File: config.mk
export PLATFORM = sky130hd
export DESIGN_NAME = tap_tempo_m
export DESIGN_NICKNAME = d
export VERILOG_FILES = /design/src/rtl/metronomo_pkg.sv /design/src/rtl/debounce_m.sv /design/src/rtl/tap_tempo_m.sv
export SDC_FILE = /design/constraint.sdc
export NUM_CORES = 1
export LEC_CHECK = 0
export ABC_AREA = 1
export BUFFER_PORTS_ARGS = -buffer_cell sky130_fd_sc_hd__buf_2
export CORE_ASPECT_RATIO = 0.9
export CORE_MARGIN = 2
export CORE_UTILIZATION = 35
export DETAILED_ROUTE_END_ITERATION = 12
export GPL_TIMING_DRIVEN = 0
export PLACE_DENSITY = 0.57
export REMOVE_ABC_BUFFERS = 1
export SLEW_MARGIN = 20
export SYNTH_ARGS = -nofsm -noshare
export SYNTH_HDL_FRONTEND = slang
export SYNTH_HIERARCHICAL = 1
export SYNTH_SLANG_ARGS = --single-unit
export TNS_END_PERCENT = 30
File: constraint.sdc
create_clock -name clk -period 7.56 [get_ports clk]
set_input_delay 0.756 -clock clk [delete_from_list [all_inputs] [get_ports clk]]
set_output_delay 0.756 -clock clk [all_outputs]
set_load 0.03 [all_outputs]
File: src/rtl/metronomo_pkg.sv
// Shared types and constants for the metronome tempo path.
// Tap-tempo FSM states and the BPM / period limits used when converting a tap interval.
package metronomo_pkg;

  typedef enum logic [1:0] {
    IDLE    = 2'd0,
    MEASURE = 2'd1,
    DIVIDE  = 2'd2,
    DONE    = 2'd3
  } tap_state_t;

  localparam logic [7:0]  BPM_MIN       = 8'd40;
  localparam logic [7:0]  BPM_MAX       = 8'd240;
  localparam logic [7:0]  BPM_RESET     = 8'd60;
  localparam logic [15:0] MS_PER_MIN    = 16'd60000;
  localparam logic [15:0] PERIOD_MIN_MS = 16'd250;
  localparam logic [15:0] PERIOD_MAX_MS = 16'd1500;

  // Divisor floor: keeps the quotient within 8 bits and rules out divide-by-zero.
  function automatic logic [15:0] divisor_of(input logic [15:0] period_ms);
    return (period_ms < PERIOD_MIN_MS) ? PERIOD_MIN_MS : period_ms;
  endfunction

endpackage

File: src/rtl/debounce_m.sv
// Two-flop synchronizer plus stability counter for a mechanical button.
// level_o follows raw_i once it has held a new value for STABLE_CYCLES; rise_o marks the 0->1 change.
module debounce_m #(
  parameter int unsigned STABLE_CYCLES = 20
) (
  input  logic clk_i,
  input  logic rst_i,
  input  logic raw_i,
  output logic level_o,
  output logic rise_o
);

  localparam int unsigned CW = $clog2(STABLE_CYCLES + 1);
  localparam logic [CW-1:0] CNT_LAST = CW'(STABLE_CYCLES - 1);

  logic          sync1_q;
  logic          sync2_q;
  logic          level_q;
  logic          level_d;
  logic [CW-1:0] cnt_q;
  logic [CW-1:0] cnt_d;

  // Counter restarts whenever the synchronized input agrees with the accepted level.
  always_comb begin
    level_d = level_q;
    cnt_d   = '0;
    rise_o  = 1'b0;
    if (sync2_q != level_q) begin
      if (cnt_q == CNT_LAST) begin
        level_d = sync2_q;
        rise_o  = sync2_q;
      end else begin
        cnt_d = cnt_q + 1'b1;
      end
    end
  end

  always_ff @(posedge clk_i or posedge rst_i) begin
    if (rst_i) begin
      sync1_q <= 1'b0;
      sync2_q <= 1'b0;
      level_q <= 1'b0;
      cnt_q   <= '0;
    end else begin
      sync1_q <= raw_i;
      sync2_q <= sync1_q;
      level_q <= level_d;
      cnt_q   <= cnt_d;
    end
  end

  assign level_o = level_q;

endmodule

File: src/rtl/tap_tempo_m.sv
// Tap-tempo front end: measures ms between accepted taps and converts the interval to BPM
// with a 16-step restoring divider; bpm_valid pulses for one cycle on every new value.
module tap_tempo_m
  import metronomo_pkg::*;
#(
  parameter int unsigned CLK_HZ      = 50_000_000,
  parameter int unsigned DEBOUNCE_MS = 20,
  parameter int unsigned TIMEOUT_MS  = 2000
) (
  input  logic       clk,
  input  logic       rst,
  input  logic       tap,
  output logic [7:0] bpm,
  output logic       bpm_valid,
  output logic       busy,
  output logic [1:0] dbg_state
);

  localparam int unsigned PRESC = CLK_HZ / 1000;
  localparam int unsigned PW    = $clog2(PRESC + 1);
  localparam logic [PW-1:0] PRESC_LAST = PW'(PRESC - 1);
  localparam logic [15:0]   TIMEOUT_W  = 16'(TIMEOUT_MS);

  tap_state_t state_q, state_d;
  logic [PW-1:0] presc_q, presc_d;
  logic [15:0]   period_q, period_d;
  logic [15:0]   divisor_q, divisor_d;
  logic          lo_q, lo_d;
  logic          hi_q, hi_d;
  logic [15:0]   rem_q, rem_d;
  logic [15:0]   dvd_q, dvd_d;
  logic [15:0]   quo_q, quo_d;
  logic [3:0]    bit_q, bit_d;
  logic [7:0]    bpm_q, bpm_d;
  logic          valid_q, valid_d;

  logic          tap_level;
  logic          tap_acc;
  logic          ms_tick;
  logic [16:0]   rem_shift;
  logic          fits;
  logic [15:0]   rem_sub;

  debounce_m #(
    .STABLE_CYCLES(DEBOUNCE_MS * PRESC)
  ) u_debounce (
    .clk_i  (clk),
    .rst_i  (rst),
    .raw_i  (tap),
    .level_o(tap_level),
    .rise_o (tap_acc)
  );

  assign ms_tick   = (presc_q == PRESC_LAST);
  assign rem_shift = {rem_q, dvd_q[15]};
  assign fits      = (rem_shift >= {1'b0, divisor_q});
  // When fits is set the true difference is below divisor, so 16 bits are exact.
  assign rem_sub   = rem_shift[15:0] - divisor_q;

  always_comb begin
    state_d   = state_q;
    presc_d   = presc_q;
    period_d  = period_q;
    divisor_d = divisor_q;
    lo_d      = lo_q;
    hi_d      = hi_q;
    rem_d     = rem_q;
    dvd_d     = dvd_q;
    quo_d     = quo_q;
    bit_d     = bit_q;
    bpm_d     = bpm_q;
    valid_d   = 1'b0;

    if (state_q == IDLE) begin
      presc_d  = '0;
      period_d = '0;
    end else if (ms_tick) begin
      presc_d  = '0;
      period_d = period_q + 16'd1;
    end else begin
      presc_d  = presc_q + 1'b1;
    end
    if (tap_acc) begin
      presc_d  = '0;
      period_d = '0;
    end

    case (state_q)
      IDLE: begin
        if (tap_acc) state_d = MEASURE;
      end
      MEASURE: begin
        if (tap_acc) begin
          divisor_d = divisor_of(period_q);
          lo_d      = (period_q > PERIOD_MAX_MS);
          hi_d      = (period_q < PERIOD_MIN_MS);
          rem_d     = '0;
          dvd_d     = MS_PER_MIN;
          quo_d     = '0;
          bit_d     = '0;
          state_d   = DIVIDE;
        end else if (period_q >= TIMEOUT_W) begin
          state_d = IDLE;
        end
      end
      DIVIDE: begin
        rem_d = fits ? rem_sub : rem_shift[15:0];
        quo_d = {quo_q[14:0], fits};
        dvd_d = {dvd_q[14:0], 1'b0};
        bit_d = bit_q + 4'd1;
        if (bit_q == 4'd15) state_d = DONE;
      end
      DONE: begin
        if (hi_q || (quo_q > {8'd0, BPM_MAX})) bpm_d = BPM_MAX;
        else if (lo_q)                         bpm_d = BPM_MIN;
        else                                   bpm_d = quo_q[7:0];
        valid_d = 1'b1;
        state_d = MEASURE;
      end
      default: state_d = IDLE;
    endcase
  end

  always_ff @(posedge clk or posedge rst) begin
    if (rst) begin
      state_q   <= IDLE;
      presc_q   <= '0;
      period_q  <= '0;
      divisor_q <= PERIOD_MIN_MS;
      lo_q      <= 1'b0;
      hi_q      <= 1'b0;
      rem_q     <= '0;
      dvd_q     <= '0;
      quo_q     <= '0;
      bit_q     <= '0;
      bpm_q     <= BPM_RESET;
      valid_q   <= 1'b0;
    end else begin
      state_q   <= state_d;
      presc_q   <= presc_d;
      period_q  <= period_d;
      divisor_q <= divisor_d;
      lo_q      <= lo_d;
      hi_q      <= hi_d;
      rem_q     <= rem_d;
      dvd_q     <= dvd_d;
      quo_q     <= quo_d;
      bit_q     <= bit_d;
      bpm_q     <= bpm_d;
      valid_q   <= valid_d;
    end
  end

  // The released level is tracked by the debouncer but only its rising edge matters here.
  logic unused_level;
  assign unused_level = tap_level;

  assign bpm       = bpm_q;
  assign bpm_valid = valid_q;
  assign busy      = (state_q != IDLE);
  assign dbg_state = state_q;

endmodule

==> results.cfg <==
[run_status]
status = complete, no violations

[yosys]
yosys.area_share.simple = 0.3036
synth_area_per_cell_sq_um = 7.719
yosys_warnings = 6
synthCells = 969
synth_edf_count = 0
synth_top_family_by_area = simple AND/OR/NAND/NOR gates
synth_flop_cell = dfrtp_1
synthXorXnorAreaFrac = 0.01974
netlist_area_sq_um = 7480
synthMuxAreaShare = 0
synth_adder_area_share = 0.04617
ys_async_sr_fraction = 1.000
synth_cell_types = 48
yosysSeqAreaShare = 0.4399
ys_ff_latch = 131
synth-compound-area-share = 0.09351

[final_layout]
drive_gt1_frac = 0.1271
synthToLayoutAreaGrowth_pct = 13.25
final_common_cell = nand2_1
nets = 1016
layout_common_cells = nand2_1, inv_1, dfrtp_1
diodes = 0
num-fill-cells = 2159
final_cells = 1285

[clock_tree]
htree_levels = 4
clock_sinks = 131
cts_hold_buf = 0
postCtsSetupRepairBufs = 0
clk_latency_ns = 0.43
numCtsBuffers = 17
cts_tree = built
path_clk_slew_ns = 0.06
cts.repair.resized = 0
cts-root-buf = clkbuf_16
cts_buffer_depth = 2

[floorplanning]
num_rows = 50
coreArea_sq_um = 20900
dieWidth_um = 158.1
initial_utilization = 0.3580
ios = 15
fp.dieH_um = 142.7
die-area_sq_um = 22560

[route]
viasPerCell = 4.749
dr_total_vias = 6103
drt_iter0_drc = 365
ant_nets = 0
routed_wirelength_um = 16830
drc = 0
wl_per_cell_um = 13.09
drtPass1Iterations = 5

[worst_setup_path]
worst_ep_arrival_time_ns = 4.39
start_kind = flip-flop
criticalPathCategory = reg -> reg
end_kind = flip-flop
required_ns = 7.87
cp_max_fo = 28
reg2reg_depth = 9

[timing]
slew_headroom = 0.3075
fin_crit_ns = 4.078
slew_violations = 0
setup_tns_ns = 0
hold_viol_final = 0
setup_violations = 0
fmax_ghz = 0.2452
fin_skew_ns = 0.01094
min_period_over_period = 0.5394
rsz0062_at_grt = no
tightest_slew_ns = 1.039

[power]
power_switching_uw = 346.9
p_leak_nw = 4.048
peakVddDrop_v = 0.0001132
p_sw_frac = 0.2135
seq_power_share = 0.434
power_frac_clock = 0.553
power_density_nw_per_um2 = 191.8
p_int_mw = 1.278
power_frac_comb = 0.013

[place]
place_inst = 1253
gp_congestion = 0.8325
numPortBuffers = 14
dp_hpwl_um = 12030

[grt]
grt.overflow.total = 0
antenna_found_initial = 0
grt_usage = 0.1636
grt_pass1_vias = 5912
grt_max_degree = 60
grt_pass1_wl_um = 29210

[worst_hold_path]
whs_path_depth = 0
hold_path_class = reg -> reg

[run]
cap_violations = 0
-- metrics by stage --
stage	util	hold WS, ns	instance area (sq um)	power, mW	worst slack [ns]
2_1_floorplan	-	0.3312	7366	0.7316	3.975
3_3_place_gp	0.3730	0.3449	7794	0.7381	2.510
3_5_place_dp	0.3751	0.3358	7838	0.7402	3.434
4_1_cts	0.4054	0.3493	8471	1.648	3.428
5_1_grt	0.4054	0.3516	8471	1.682	3.056
6_report	0.4054	0.3462	8471	1.625	3.482
-- critical path, cell delays in order, from the launching register on --
cell and delay (ns):
dfrtp_1 0.36, ha_1 0.19, nand3_1 0.14, nor2_2 0.24, nand3_2 0.18, nor3_1 0.49, nand2_1 0.64, o21ai_2 0.65
inv_1 0.69, a22o_1 0.35
-- cells by family (layout without fill, tap and decap cells) --
kind of cell	after synthesis	count (layout)
AOI/OAI and AO/OA	125	125
xor gates and xnor gates	16	16
adders and majority gates	27	27
buffers and inverters	180	210
DFF	131	131
and+or+nand+nor	490	490
-- sequential cells by signal, summed over array words and instances, names as in the netlist, 2 cells and up --
register          cells
u_debounce/cnt_q     20
dvd_q                11
dbg_state             2
bit_q                 4
divisor_q            16
quo_q                16
period_q             16
bpm                   8
rem_q                16
presc_q              16
-- cell usage after synthesis, types with 2 or more instances --
cell type / number / area, sq um
a21oi_1: 40 / 200.2
a22oi_1: 7 / 52.55
a31oi_1: 2 / 12.51
and2_1: 2 / 12.51
buf_2: 3 / 15.01
buf_4: 2 / 15.01
buf_6: 3 / 33.78
clkbuf_1: 8 / 30.03
dfrtp_1: 121 / 3028
dfstp_2: 10 / 262.8
ha_1: 26 / 325.3
inv_1: 148 / 555.5
inv_2: 14 / 52.55
nand2_1: 225 / 844.6
nand2_2: 20 / 125.1
nand3_1: 63 / 315.3
nand3_2: 4 / 40.04
nand3b_1: 12 / 90.09
nand4_1: 22 / 137.6
nor2_1: 86 / 322.8
nor2_2: 17 / 106.4
nor2_4: 4 / 45.04
nor3_1: 22 / 110.1
nor3_2: 2 / 20.02
nor3b_2: 2 / 25.02
nor4_1: 2 / 12.51
o211ai_1: 3 / 22.52
o21ai_0: 38 / 190.2
o21ai_1: 7 / 35.03
o22ai_1: 22 / 137.6
or2_2: 2 / 12.51
xnor2_1: 7 / 61.31
xor2_1: 8 / 70.07
-- layer usage --
metal | part of all wire | track usage | vias to the layer above
met4 | 0.012 | 0.04505 | 0
met5 | 0 | 0 | -
li1 | - | - | 3164
met1 | 0.53 | 0.2438 | 2830
met3 | 0.040 | 0.03460 | 16
met2 | 0.42 | 0.2391 | 93
-- layout make-up --
class / count / area [sq um] / share of cell area
Timing Repair Buffer: 15 / 97.59 / 0.01152
Clock inverter: 12 / 176.4 / 0.02083
Clock buffer: 20 / 456.7 / 0.05391
Tap cell: 286 / 357.8 / 0.04225
Sequential cell: 131 / 3291 / 0.3885
Inverter: 163 / 616.8 / 0.07282
Multi-Input combinational cell: 658 / 3475 / 0.4102
-- path summary, 6_finish.rpt --
kind,startpoint,to,slack [ns]
setup / recovery,u_debounce/cnt_q[0]$_DFF_PP0_,bit_q[1]$_DFFE_PP0P_,3.48
hold / removal,u_debounce/sync1_q$_DFF_PP0_,u_debounce/sync2_q$_DFF_PP0_,0.35
setup reg to reg,u_debounce/cnt_q[0]$_DFF_PP0_,bit_q[1]$_DFFE_PP0P_,3.48
hold reg to reg,u_debounce/sync1_q$_DFF_PP0_,u_debounce/sync2_q$_DFF_PP0_,0.35
max in group asynchronous,rst,u_debounce/cnt_q[19]$_DFF_PP0_,6.45
min in group asynchronous,rst,presc_q[12]$_DFF_PP0_,0.38
-- power by group through the flow --
stage / Clock (mW) / Sequential [mW] / Combinational (mW)
5_1_grt: 0.951 / 0.704 / 0.0261
3_5_place_dp: 0 / 0.717 / 0.0232
4_1_cts: 0.921 / 0.704 / 0.0231
6_report: 0.899 / 0.705 / 0.0217
3_3_place_gp: 0 / 0.717 / 0.0208
2_1_floorplan: 0 / 0.717 / 0.0147
No activity file was read; power rests on OpenSTA's default activity.
